$ cat src/rtl/stage_wb_queued.sv
// Writeback stage: formats load data and registers RF/HI-LO writes, merging long-latency
// (divider) results through a small FIFO that only uses a port when the pipeline leaves it free.
module stage_wb_queued #(
    parameter int DW    = 32,
    parameter int DEPTH = 2
) (
    input  logic                         clk,
    input  logic                         rst,
    input  logic                         wb_i_valid,
    input  logic                         wb_i_rfwe,
    input  logic                         wb_i_hilowe,
    input  logic                         wb_i_dm2rf,
    input  logic [4:0]                   wb_i_rfwa,
    input  logic [DW-1:0]                wb_i_alures,
    input  logic [DW-1:0]                wb_i_dmdout,
    input  logic [2*DW-1:0]              wb_i_mulres,
    input  logic [1:0]                   wb_i_ldsize,
    input  logic                         wb_i_ldsign,
    input  logic [1:0]                   wb_i_addrlo,
    input  logic                         ll_valid,
    output logic                         ll_ready,
    input  logic                         ll_tohilo,
    input  logic [4:0]                   ll_rfwa,
    input  logic [2*DW-1:0]              ll_res,
    output logic                         rfwe,
    output logic [4:0]                   rfwa,
    output logic [DW-1:0]                rfwd,
    output logic                         hilowe,
    output logic [DW-1:0]                hi_i,
    output logic [DW-1:0]                lo_i,
    output logic                         wb_stall,
    output logic [$clog2(DEPTH+1)-1:0]   pend_cnt
);

    localparam int PW = (DEPTH > 1) ? $clog2(DEPTH) : 1;
    localparam int CW = $clog2(DEPTH + 1);

    logic            r_qHilo [DEPTH];
    logic [4:0]      r_qRfwa [DEPTH];
    logic [2*DW-1:0] r_qRes  [DEPTH];
    logic [PW-1:0]   r_rdPtr;
    logic [PW-1:0]   r_wrPtr;
    logic [CW-1:0]   r_cnt;

    logic [DW-1:0]   w_byteSh;
    logic [DW-1:0]   w_halfSh;
    logic [DW-1:0]   w_ldData;
    logic [DW-1:0]   w_pipeRfwd;
    logic            w_pipeRf;
    logic            w_pipeHl;
    logic            w_nonEmpty;
    logic            w_full;
    logic            w_headHilo;
    logic            w_headBlocked;
    logic            w_drain;
    logic            w_push;
    logic            w_drainRf;
    logic            w_drainHl;

    // Half loads pick the upper or lower halfword; the low address bit is ignored.
    assign w_byteSh = wb_i_dmdout >> {wb_i_addrlo, 3'b000};
    assign w_halfSh = wb_i_dmdout >> {wb_i_addrlo[1], 4'b0000};

    always_comb begin
        w_ldData = wb_i_dmdout;
        case (wb_i_ldsize)
            2'b00:   w_ldData = {{(DW-8){wb_i_ldsign & w_byteSh[7]}}, w_byteSh[7:0]};
            2'b01:   w_ldData = {{(DW-16){wb_i_ldsign & w_halfSh[15]}}, w_halfSh[15:0]};
            default: w_ldData = wb_i_dmdout;
        endcase
    end

    assign w_pipeRfwd = wb_i_dm2rf ? w_ldData : wb_i_alures;
    assign w_pipeRf   = wb_i_valid & wb_i_rfwe;
    assign w_pipeHl   = wb_i_valid & wb_i_hilowe;

    // The head only waits when the pipeline claims the same port this cycle.
    assign w_nonEmpty    = (r_cnt != '0);
    assign w_full        = (r_cnt == CW'(DEPTH));
    assign w_headHilo    = r_qHilo[r_rdPtr];
    assign w_headBlocked = w_nonEmpty & (w_headHilo ? w_pipeHl : w_pipeRf);
    assign w_drain       = w_nonEmpty & ~w_headBlocked;
    assign w_drainRf     = w_drain & ~w_headHilo;
    assign w_drainHl     = w_drain & w_headHilo;

    assign ll_ready = ~rst & ~w_full;
    assign w_push   = ll_valid & ll_ready;
    assign wb_stall = ~rst & w_full & w_headBlocked;
    assign pend_cnt = r_cnt;

    function automatic logic [PW-1:0] incPtr(input logic [PW-1:0] p);
        return (p == PW'(DEPTH - 1)) ? '0 : p + PW'(1);
    endfunction

    always_ff @(posedge clk) begin
        if (w_push) begin
            r_qHilo[r_wrPtr] <= ll_tohilo;
            r_qRfwa[r_wrPtr] <= ll_rfwa;
            r_qRes[r_wrPtr]  <= ll_res;
        end
    end

    always_ff @(posedge clk) begin
        if (rst) begin
            r_rdPtr <= '0;
            r_wrPtr <= '0;
            r_cnt   <= '0;
        end else begin
            if (w_push)  r_wrPtr <= incPtr(r_wrPtr);
            if (w_drain) r_rdPtr <= incPtr(r_rdPtr);
            r_cnt <= r_cnt + CW'(w_push) - CW'(w_drain);
        end
    end

    always_ff @(posedge clk) begin
        if (rst) begin
            rfwe   <= 1'b0;
            rfwa   <= '0;
            rfwd   <= '0;
            hilowe <= 1'b0;
            hi_i   <= '0;
            lo_i   <= '0;
        end else begin
            rfwe   <= w_pipeRf | w_drainRf;
            hilowe <= w_pipeHl | w_drainHl;
            if (w_pipeRf) begin
                rfwa <= wb_i_rfwa;
                rfwd <= w_pipeRfwd;
            end else if (w_drainRf) begin
                rfwa <= r_qRfwa[r_rdPtr];
                rfwd <= r_qRes[r_rdPtr][DW-1:0];
            end
            if (w_pipeHl) begin
                hi_i <= wb_i_mulres[2*DW-1:DW];
                lo_i <= wb_i_mulres[DW-1:0];
            end else if (w_drainHl) begin
                hi_i <= r_qRes[r_rdPtr][2*DW-1:DW];
                lo_i <= r_qRes[r_rdPtr][DW-1:0];
            end
        end
    end

endmodule

$ cat config.mk
export PLATFORM = sky130hd
export DESIGN_NAME = stage_wb_queued
export DESIGN_NICKNAME = d
export VERILOG_FILES = /design/src/rtl/stage_wb_queued.sv
export SDC_FILE = /design/constraint.sdc
export NUM_CORES = 1
export LEC_CHECK = 0
export BUFFER_PORTS_ARGS = -buffer_cell sky130_fd_sc_hd__buf_2
export CORE_MARGIN = 10
export CORE_UTILIZATION = 52
export DETAILED_ROUTE_END_ITERATION = 16
export GPL_ROUTABILITY_DRIVEN = 0
export PLACE_DENSITY = 0.78
export SETUP_SLACK_MARGIN = 0.15
export SYNTH_ARGS = -nofsm -noshare
export SYNTH_HDL_FRONTEND = slang
export SYNTH_SLANG_ARGS = --single-unit
export TNS_END_PERCENT = 30
$ cat constraint.sdc
create_clock -name clk -period 5.15 [get_ports clk]
set_input_delay 0 -clock clk [delete_from_list [all_inputs] [get_ports clk]]
set_output_delay 0 -clock clk [all_outputs]
set_load 0.02 [all_outputs]
# Word level (Yosys, flattened, before mapping)
# Memories as Yosys holds them, arrays and structs flattened. A register that Yosys moved wholly into a read port is not among the register bits.
# Cells that the tools add are included.
[word_totals]
register_bits = 107
mem_bits_rw = 140
out_inout_bits = 107
word_cells = 63
n_memories = 3
[mem_list]
columns = ["memory", "words", "word_bits", "read_ports", "rd_ports_with_merged_regs", "wr", "line", "text"]
rows = [
  ["r_qRes", 2, 64, 1, 1, 1, "40", "logic [2*DW-1:0] r_qRes [DEPTH];"],
  ["r_qRfwa", 2, 5, 1, 1, 1, "39", "logic [4:0] r_qRfwa [DEPTH];"],
  ["r_qHilo", 2, 1, 1, 1, 1, "38", "logic r_qHilo [DEPTH];"],
]
[op_classes]
n_addsub = 4
n_eq_ne = 2
shifts = 2
mux = 21
bitwise_logic = 18
reduce_logical = 4
[op_table]
columns = ["operator", "n"]
rows = [
  ["$mux W32", 7],
  ["$pmux W32 S2", 1],
  ["$shr A32 B5 Y16", 1],
  ["$shr A32 B5 Y8", 1],
  ["$and A1 B1 Y1", 12],
  ["$mux W1", 11],
  ["$mux W5", 2],
  ["$reduce_bool A2 Y1", 3],
  ["$not A1 Y1", 4],
  ["$add A1 B1 Y1 const B", 2],
  ["$add A2 B1 Y2", 1],
  ["$eq A2 B1 Y1 const B", 1],
  ["$eq A2 B2 Y1 const B", 1],
  ["$logic_not A2 Y1", 1],
  ["$or A1 B1 Y1", 2],
  ["$sub A2 B1 Y2", 1],
]

# Logic depth before layout (Yosys ltp)
# Gate-level depths: netlist (run 1).
[logic_depth]
ltp_word = 8
mapped_depth = 10
ltp_nobuf = 9

# Worst setup path before layout (run 1)
# No wires, ideal clock.
[synth_timing]
path_type = "register to register"
from = "register r_cnt[0] (netlist: pend_cnt[0])"
to = "memory r_qHilo[0] (enable)"
t_arrival_ps = 3744
path_slack_ps = 907
path_stages_with_launch = 4
n_path_buf = 0
period_less_slack_ps = 4243
cell_sequence = "dfxtp_1 nand2b_1 nand3_1 nor2_1"
[synth_via]
elab_chain_cells = 6
[synth_rtl]
columns = ["item", "line", "text"]
rows = [
  ["start: declaration", "43", "logic [CW-1:0] r_cnt;"],
  ["start signal: assignment", "111", "r_cnt <= r_cnt + CW'(w_push) - CW'(w_drain);"],
  ["$eq A2 B2 Y1", "79", "assign w_full = (r_cnt == CW'(DEPTH));"],
  ["$not A1 Y1", "86", "assign ll_ready = ~rst & ~w_full;"],
  ["$and A1 B1 Y1", "86", ""],
  ["$and A1 B1 Y1", "87", "assign w_push = ll_valid & ll_ready;"],
  ["$mux W1", "96", "if (w_push) begin"],
  ["$mux W1 (implied by the code)", "97", "r_qHilo[r_wrPtr] <= ll_tohilo;"],
  ["end: declaration", "38", ""],
]
# No other way between the ends.

==> results of run 1 <==
## final cells by class
class	instances	area [µm²]
multi-input combinational	588	3880
inverter	6	22.5
sequential	248	6370
antenna	6	15.0
timing repair buffer	573	4110
fill	1142	4460
clock inverter	12	160
tap	270	338
clock buffer	36	749
## registers in the layout (all words and copies together) (netlist names), named ones only
name      flops
hi_i         32
hilowe        1
lo_i         32
pend_cnt      2
r_qHilo       2
r_qRes      128
r_qRfwa      10
r_rdPtr       1
r_wrPtr       1
rfwa          5
rfwd         32
rfwe          1
## stage by stage
step	hold slack, ns	std cells
floorplan	0.0989	917
global placement	0.188	1443
detailed placement	0.192	1443
CTS	0.000158	1733
global route	0.0220	1738
finish	0.00137	1739
## synth_stat cells, drive strengths merged, types with 2 or more instances
cell type	count	area, µm²
edfxtp	140	4200
nand2	140	528
dfxtp	108	2160
a21oi	98	490
mux2i	74	753
o211ai	70	526
nor2	48	180
clkbuf	42	158
buf	33	184
nor3	30	150
a2111oi	22	216
a211oi	22	165
o22ai	16	100
a221oi	9	129
mux2	8	93.8
mux4	8	180
nand3	8	40.0
o221ai	8	70.1
inv	6	22.5
nand2b	4	25.0
nor2b	3	18.8
o21ai	3	18.8
and2	2	12.5
ha	2	25.0
xnor2	2	17.5
## path summary, 6_finish.rpt
kind | slack [ns] | depth (start not counted) | end
min | 0.001 | 3 | rfwd[9]$_SDFFE_PP0P_
max reg2reg | 1.23 | 5 | rfwd[31]$_SDFFE_PP0P_
max | 1.23 | 5 | rfwd[31]$_SDFFE_PP0P_
min reg2reg | 0.45 | 2 | lo_i[8]$_SDFFE_PP0P_
## per-layer routing
| layer | global-route usage (%) | wire length [µm] | vias up |
|---|---|---|---|
| met1 | 33.6 | 14700 | 4872 |
| met4 | 18.4 | 2650 | 2 |
| met3 | 7.38 | 4080 | 194 |
| met5 | 0 | 11 | - |
| met2 | 49.3 | 19800 | 736 |
| li1 | - | - | 4530 |
## worst register-to-register path, stage by stage (launching register included)
cell and delay [ns]:
dfxtp_4 0.74, mux2i_4 0.50, nand2_2 0.52, a221oi_2 1.14
a2111oi_0 0.26, dlygate4sd3_1 0.65
## power by group
group	leakage [nW]	internal (mW)	switching (mW)	total (mW)
logic	3.68	0.851	1.30	2.15
clock network	0.448	1.21	0.788	2.00
registers	2.17	2.39	0.199	2.59
total	6.30	4.45	2.29	6.74
## kinds of logic (layout without fill, tap and decap cells)
family / count (synthesis) / count (layout)
AO/OA/AOI/OAI: 253 / 253
XOR/XNOR: 3 / 3
adder cells (fa/ha/maj): 2 / 2
buffers and inverters: 81 / 627
flip-flops: 248 / 248
multiplexers: 90 / 90
other: 0 / 6
AND/OR/NAND/NOR: 240 / 240
==> metrics.yaml, run 1 <==
synthAdderAreaFrac_pct: 0.237
place_ws_ns: 1.90
synth_top_family_by_area: "compound AO/OA/AOI/OAI gates"
rsz0062_at_grt: "false"
status: "finished, final reports clean"
numCtsBuffers: 26
grt_max_degree: 78
ir_drop_v: 0.000324
first_iter_violations: 1061
synth_cells: 917
cp_data_required_time_ns: 5.55
crit_type: "flop to flop"
die_w_um: 163
cap_violations: 0
synth_compound_area_share_pct: 16.7
ys_types: 45
hpwl_um: 24400
num_rows: 52
post_synth.cell_area_avg_um2: 11.5
total_power_mw: 6.74
yosysWarnings: 0
nets: 1660
hold_path.class: "input port to flop"
clock_sinks: 248
area_growth_syn_to_layout_pct: 48.0
ioPinCount: 322
cp_num_buf_inv: 1
grt_antenna_before_repair: 7
final_cell_mix: "buf_2 (320), dlygate4sd3_1 (242), edfxtp_1 (140), nand2_1 (138), dfxtp_1 (107)"
synthFlopType: "edfxtp_1"
worstHoldStart: "wb_i_alures[9]"
cts-root-buf: "clkbuf_16"
fin_ws_ns: 1.23
yosysSeqAreaShare_pct: 60.2
maxSlewHeadroom_pct: 20.4
wl_per_cell_um: 23.7
tns_ns: 0
p_per_area_nw_per_um2: 431
fin_area_um2: 15600
setup_violations: 0
fmax_mhz: 255
cts_buffer_depth: 3
initial_core_util_pct: 52.6
final_layout_size_suffix_gt1_share_pct: 27.8
min_period_ns: 3.92
synthMuxAreaShare_pct: 9.72
slowest_delay_ns: 1.14
clkTransAtPathRegs_ns: 0.06
worst_clock_skew_ns: 0.0124
cts_tree: "built"
synth_edf_count: 140
firstDrtPassIters: 5
async_flop_share_pct: 0
worst-path-max-fanout: 33
grt_pass1_vias: 10753
post_cts.repair.setup_buffers: 0
grt_pass1_wl_um: 61700
synth_xor_xnor_area_share_pct: 0.249
synth_simple_gate_area_share_pct: 9.35
grtUsageTotal_pct: 29.6
worst_pin_slew_ns: 1.19
holdBufCountCts: 242
cts-resized-gates: 0
viasPerCell: 5.94
overflow: 0
dieArea_um2: 26400
core-area_um2: 20100
route.detailed.drc: 0
start_kind: "flop"
drv_slew: 0
path_cells: "mux2i_4 > nand2_2 > a221oi_2 > a2111oi_0 > dlygate4sd3_1"
wirelength_um: 41200
fin_util_pct: 77.8
final_common_cell: "buf_2"
htreeDepth: 1
period_share_pct: 76.2
cp_top_family: "compound AO/OA/AOI/OAI gates"
end_kind: "flop"
crit_path_top_delay_cell: "a221oi_2"
placed_area_um2: 12300
cellLeakagePower_nw: 6.30
portBuffers: 321
vias: 10334
synth-seq-cells: 248
syn_nets: 1134
finalHoldViolCount: 0
ant_nets: 0
syn_area_um2: 10600
cp.arrival_ns: 4.33
clock_latency_ns: 0.53
die_h_um: 163
(Power assumes the default switching activity.)
==> run 2: changes to the inputs <==
Settings changed: CORE_UTILIZATION 52 to 47, PLACE_DENSITY 0.78 to 0.74.
Clock period 5.15 ns to 3.6 ns, I/O delays scaled along.
==> run 2 against run 1 <==
- first-iteration DRC count down 25%
- sequential cell count unchanged
- final cell count up 1.2%
- combinational power up 46%
- critical path type unchanged
==> metrics.yaml, run 2 (same netlist as run 1, synthesis figures left out) <==
status: "finished, final reports clean"
cts_tree: "built"
portBuffers: 321  # unchanged
end_kind: "flop"
clock_sinks: 248  # unchanged
path_cells: "buf_4 > buf_4 > mux2i_1 > nor3_1 > a211oi_1 > a2111oi_0 > dlygate4sd3_1"
grt_pass1_wl_um: 59500  # -3.6%
rsz0062_at_grt: "false"
die_w_um: 170  # +4.5%
dieArea_um2: 28900  # +9.3%
cts-resized-gates: 0  # unchanged
cp.arrival_ns: 3.56  # -0.77 ns
largest_reg_flops: 128  # unchanged
whs_ns: 0.0288  # +0.0274 ns
drv_slew: 0  # unchanged
clkTransAtPathRegs_ns: 0.06  # about the same
cts-root-buf: "clkbuf_16"
route.detailed.drc: 0  # unchanged
ioPinCount: 322  # unchanged
total_power_mw: 9.47  # +41%
first_iter_violations: 800  # -25%
regArea_um2: 6370  # unchanged
finalHoldViolCount: 0  # unchanged
slowest_delay_ns: 0.69  # -0.45 ns
cp_num_buf_inv: 3  # +2
cellLeakagePower_nw: 6.33  # +0.32%
dpl.cell_count: 1458  # +1.0%
wl_per_cell_um: 22.3  # -6.0%
die_h_um: 170  # +4.5%
grt_antenna_before_repair: 5  # -2
initial_core_util_pct: 48.1  # -4.4 points
clock_latency_ns: 0.53  # about the same
worstHoldStart: "wb_i_rfwe"
core-area_um2: 22000  # +9.2%
nets: 1668  # +0.48%
min_period_ns: 3.10  # -0.820 ns
numCtsBuffers: 27  # +3.8%
worst_pin_slew_ns: 1.02  # -0.171 ns
worst_clock_skew_ns: 0.0154  # +0.00306 ns
setup_violations: 0  # unchanged
num_rows: 54  # +3.8%
fmax_mhz: 322  # +26%
final_cell_mix: "buf_2 (320), dlygate4sd3_1 (244), edfxtp_1 (140), nand2_1 (138), dfxtp_1 (107)"
viasPerCell: 5.70  # -4.1%
cts_buffer_depth: 3  # unchanged
cp_data_required_time_ns: 4.06  # -1.49 ns
stdcell_count: 1759  # +1.2%
grtUsageTotal_pct: 25.8  # -3.8 points
hold_path.class: "input port to flop"
regMostFlops: "r_qRes"
htreeDepth: 1  # unchanged
vias: 10023  # -3.0%
maxSlewHeadroom_pct: 31.7  # +11 points
period_share_pct: 86.2  # +10 points
worst-path-max-fanout: 36  # +9.1%
cap_violations: 0  # unchanged
ir_drop_v: 0.000622  # +92%
firstDrtPassIters: 5  # unchanged
crit_top_cell: "buf_4"
multi_input_area_um2: 3890  # +0.13%
crit_type: "flop to flop"
wirelength_um: 39200  # -5.0%
grt_pass1_vias: 10741  # -0.11%
hpwl_um: 24500  # about the same
final_layout_size_suffix_gt1_share_pct: 27.9  # +0.10 points
ant_nets: 0  # unchanged
cp_top_family: "buffers and inverters"
area_growth_syn_to_layout_pct: 48.3
final_common_cell: "buf_2"
p_per_area_nw_per_um2: 604  # +40%
grt_max_degree: 82  # +5.1%
overflow: 0  # unchanged
start_kind: "flop"
crit_path_top_delay_cell: "buf_4"
nFillCells: 1464  # +28%
post_cts.repair.setup_buffers: 0  # unchanged
[run 2: stage by stage]
stage	TNS [ns]	setup slack (ns)	util (%)	cell area [µm²]
floorplan	-90.03	-0.643	-	10600
global placement	0	1.10	56.2	12400
detailed placement	0	1.01	56.2	12400
CTS	0	0.518	71.3	15700
global route	0	0.247	71.3	15700
finish	0	0.497	71.4	15700
[run 2: power breakdown]
group / switching, mW / internal [mW]
Clock: 1.12 / 1.60
Sequential: 0.201 / 3.41
Combinational: 1.90 / 1.24
Total: 3.22 / 6.25
[run 2: tightest hold or removal path, stage by stage]
cell and delay [ns]:
buf_2 0.10, and2_2 0.27, nand2_1 0.09, a21oi_1 0.05
[run 2: final timing paths]
path	end	slack, ns	cells after the start
worst min register to register	lo_i[14]$_SDFFE_PP0P_	0.45	2
worst max-delay path	rfwd[31]$_SDFFE_PP0P_	0.50	7
worst max register to register	rfwd[31]$_SDFFE_PP0P_	0.50	7
worst min-delay path	rfwa[1]$_SDFFE_PP0P_	0.03	4
[run 2: timing repair]
action                                  4_1_cts  5_1_grt
endpoints found under the setup margin        0        0
endpoints found under the hold margin       246        0
hold buffers                                244        0
[run 2: cell type report]
cell class                      instances  area share (%)
Timing Repair Buffer                  580            26.6
Clock buffer                           35            4.50
Multi-Input combinational cell        588            24.8
Clock inverter                         15           0.982
Sequential cell                       248            40.7
Antenna cell                            7           0.112
Tap cell                              280            2.24
Inverter                                6           0.144
[run 2: layer usage]
metal  wire [µm]  global-route usage [%]  vias to the layer above
met5          13                       0                        -
met1       14500                    30.2                     4808
li1            -                       -                     4537
met2       19600                    44.7                      536
met4        1990                    12.2                        2
met3        3120                    5.28                      140
==> run 3: changes to the inputs <==
Settings changed: CAP_MARGIN set to 30, CELL_PAD_IN_SITES_DETAIL_PLACEMENT set to 1, CELL_PAD_IN_SITES_GLOBAL_PLACEMENT set to 2, CORE_UTILIZATION 47 to 29, PLACE_DENSITY 0.74 to 0.73.
==> run 3 against run 2 <==
- global-route usage decreased by 6.3 points
- clock-buffer cell count increased by 8
- sequential cell count unchanged
- hold slack improved by 0.010 ns
- die area increased by 54%
- setup slack improved by 0.26 ns
- via count decreased by 2.0%
- non-clock buffer count decreased by 3
- wire length increased by 13%
- register-to-register slack improved by 0.26 ns
- fmax increased by 9.0%
- largest cell class unchanged
- highest routed layer unchanged
==> metrics.yaml, run 3 (same netlist as run 1, synthesis figures left out) <==
wirelength_um: 44400  # +13%
worst_pin_slew_ns: 0.960  # -0.0632 ns
hold_path.class: "input port to flop"
final_common_cell: "buf_2"
worst-path-max-fanout: 33  # -8.3%
grtUsageTotal_pct: 19.5  # -6.3 points
finalHoldViolCount: 0  # unchanged
total_power_mw: 9.72  # +2.6%
first_iter_violations: 443  # -45%
nets: 1667  # -0.060%
htreeDepth: 1  # unchanged
end_kind: "flop"
die_h_um: 211  # +24%
wl_per_cell_um: 22.9  # +2.7%
cts-root-buf: "clkbuf_16"
die_w_um: 211  # +24%
maxSlewHeadroom_pct: 35.9  # +4.2 points
dieArea_um2: 44500  # +54%
path_cells: "buf_4 > mux2i_1 > nor3_1 > a211oi_1 > a2111oi_1 > dlygate4sd3_1"
slowest_delay_ns: 0.61  # -0.08 ns
cp_num_buf_inv: 2  # -1
hpwl_um: 29900  # +22%
clock_latency_ns: 0.55  # +0.02 ns
cts_tree: "built"
vias: 9820  # -2.0%
grt_pass1_wl_um: 67200  # +13%
crit_path_top_delay_cell: "buf_4"
final_cell_mix: "buf_2 (320), dlygate4sd3_1 (237), edfxtp_1 (140), nand2_1 (138), dfxtp_1 (107)"
rsz0062_at_grt: "false"
grt_max_degree: 72  # -12%
route.detailed.drc: 0  # unchanged
largest_reg_flops: 128  # unchanged
grt_pass1_vias: 10913  # +1.6%
portBuffers: 321  # unchanged
crit_type: "flop to flop"
regMostFlops: "r_qRes"
num_rows: 69  # +28%
status: "finished, final reports clean"
overflow: 0  # unchanged
clock_sinks: 248  # unchanged
cp_top_family: "buffers and inverters"
worst_clock_skew_ns: 0.0199  # +0.00447 ns
min_period_ns: 2.85  # -0.256 ns
ioPinCount: 322  # unchanged
core-area_um2: 35700  # +63%
cp.arrival_ns: 3.33  # -0.23 ns
period_share_pct: 79.1  # -7.1 points
cts_buffer_depth: 3  # unchanged
drv_slew: 0  # unchanged
reg2reg_slack_ns: 0.75  # +0.26 ns
grt_antenna_before_repair: 5  # unchanged
fin_area_um2: 16000  # +1.8%
placed_area_um2: 12600  # +2.3%
fmax_mhz: 351  # +9.0%
cap_violations: 0  # unchanged
clkTransAtPathRegs_ns: 0.06  # about the same
p_per_area_nw_per_um2: 609  # +0.74%
tns_ns: 0  # unchanged
firstDrtPassIters: 5  # unchanged
ant_nets: 0  # unchanged
cellLeakagePower_nw: 6.34  # +0.19%
ir_drop_v: 0.000345  # -45%
cp_data_required_time_ns: 4.09  # +0.03 ns
numCtsBuffers: 29  # +7.4%
setup_violations: 0  # unchanged
initial_core_util_pct: 29.6  # -19 points
area_growth_syn_to_layout_pct: 51.0
post_cts.repair.setup_buffers: 0  # unchanged
start_kind: "flop"
final_layout_size_suffix_gt1_share_pct: 28.2  # +0.34 points
viasPerCell: 5.07  # -11%
## run 3: report_power, final
group          switching, mW  internal, mW  total [mW]
logic                   1.91          1.23        3.14
registers              0.239          3.41        3.65
clock network           1.17          1.75        2.92
total                   3.32          6.40        9.72
## run 3: tightest hold or removal path, stage by stage
cell	delay (ns)
buf_2	0.12
nand2_1	0.05
o311ai_0	0.09
o221ai_1	0.13
a21oi_1	0.14
## run 3: layout make-up
| type | count | area, µm² |
|---|---|---|
| inverter | 6 | 22.5 |
| clock inverter | 10 | 104 |
| timing repair buffer | 577 | 4150 |
| clock buffer | 43 | 841 |
| multi-input combinational | 588 | 3890 |
| antenna | 4 | 10.0 |
| fill | 3928 | 19800 |
| sequential | 248 | 6370 |
| tap | 461 | 577 |
## run 3: what timing repair did
action | 4_1_cts | 5_1_grt
resized for setup | 0 | 0
endpoints found under the setup margin | 0 | 0
hold buffers | 237 | 0
hold endpoints to repair | 248 | 0
## run 3: final timing paths
| path | from | end | cells after the start |
|---|---|---|---|
| hold / removal | wb_i_dmdout[7] | rfwd[7]$_SDFFE_PP0P_ | 5 |
| setup / recovery | flop | rfwd[12]$_SDFFE_PP0P_ | 6 |
| setup reg to reg | flop | rfwd[12]$_SDFFE_PP0P_ | 6 |
| hold reg to reg | hi_i[21]$_SDFFE_PP0P_ | hi_i[21]$_SDFFE_PP0P_ | 2 |
## run 3: per-layer routing
| layer | GRT usage, % | wire length [µm] | vias up |
|---|---|---|---|
| met1 | 23.3 | 18000 | 4914 |
| met5 | 0 | 12 | - |
| li1 | - | - | 4543 |
| met4 | 5.59 | 1220 | 2 |
| met3 | 4.02 | 2790 | 66 |
| met2 | 34.6 | 22300 | 295 |
## run 3: through the flow
| step | hold slack, ns | util, % | worst slack [ns] | cells |
|---|---|---|---|---|
| after floorplan | 0.0989 | - | -0.643 | 917 |
| after global placement | 0.188 | 35.3 | 1.06 | 1643 |
| after detailed placement | 0.192 | 35.3 | 1.03 | 1643 |
| after CTS | 0.00741 | 44.6 | 0.723 | 1933 |
| after global routing | 0.0486 | 44.6 | 0.565 | 1935 |
| final | 0.0391 | 44.7 | 0.754 | 1937 |
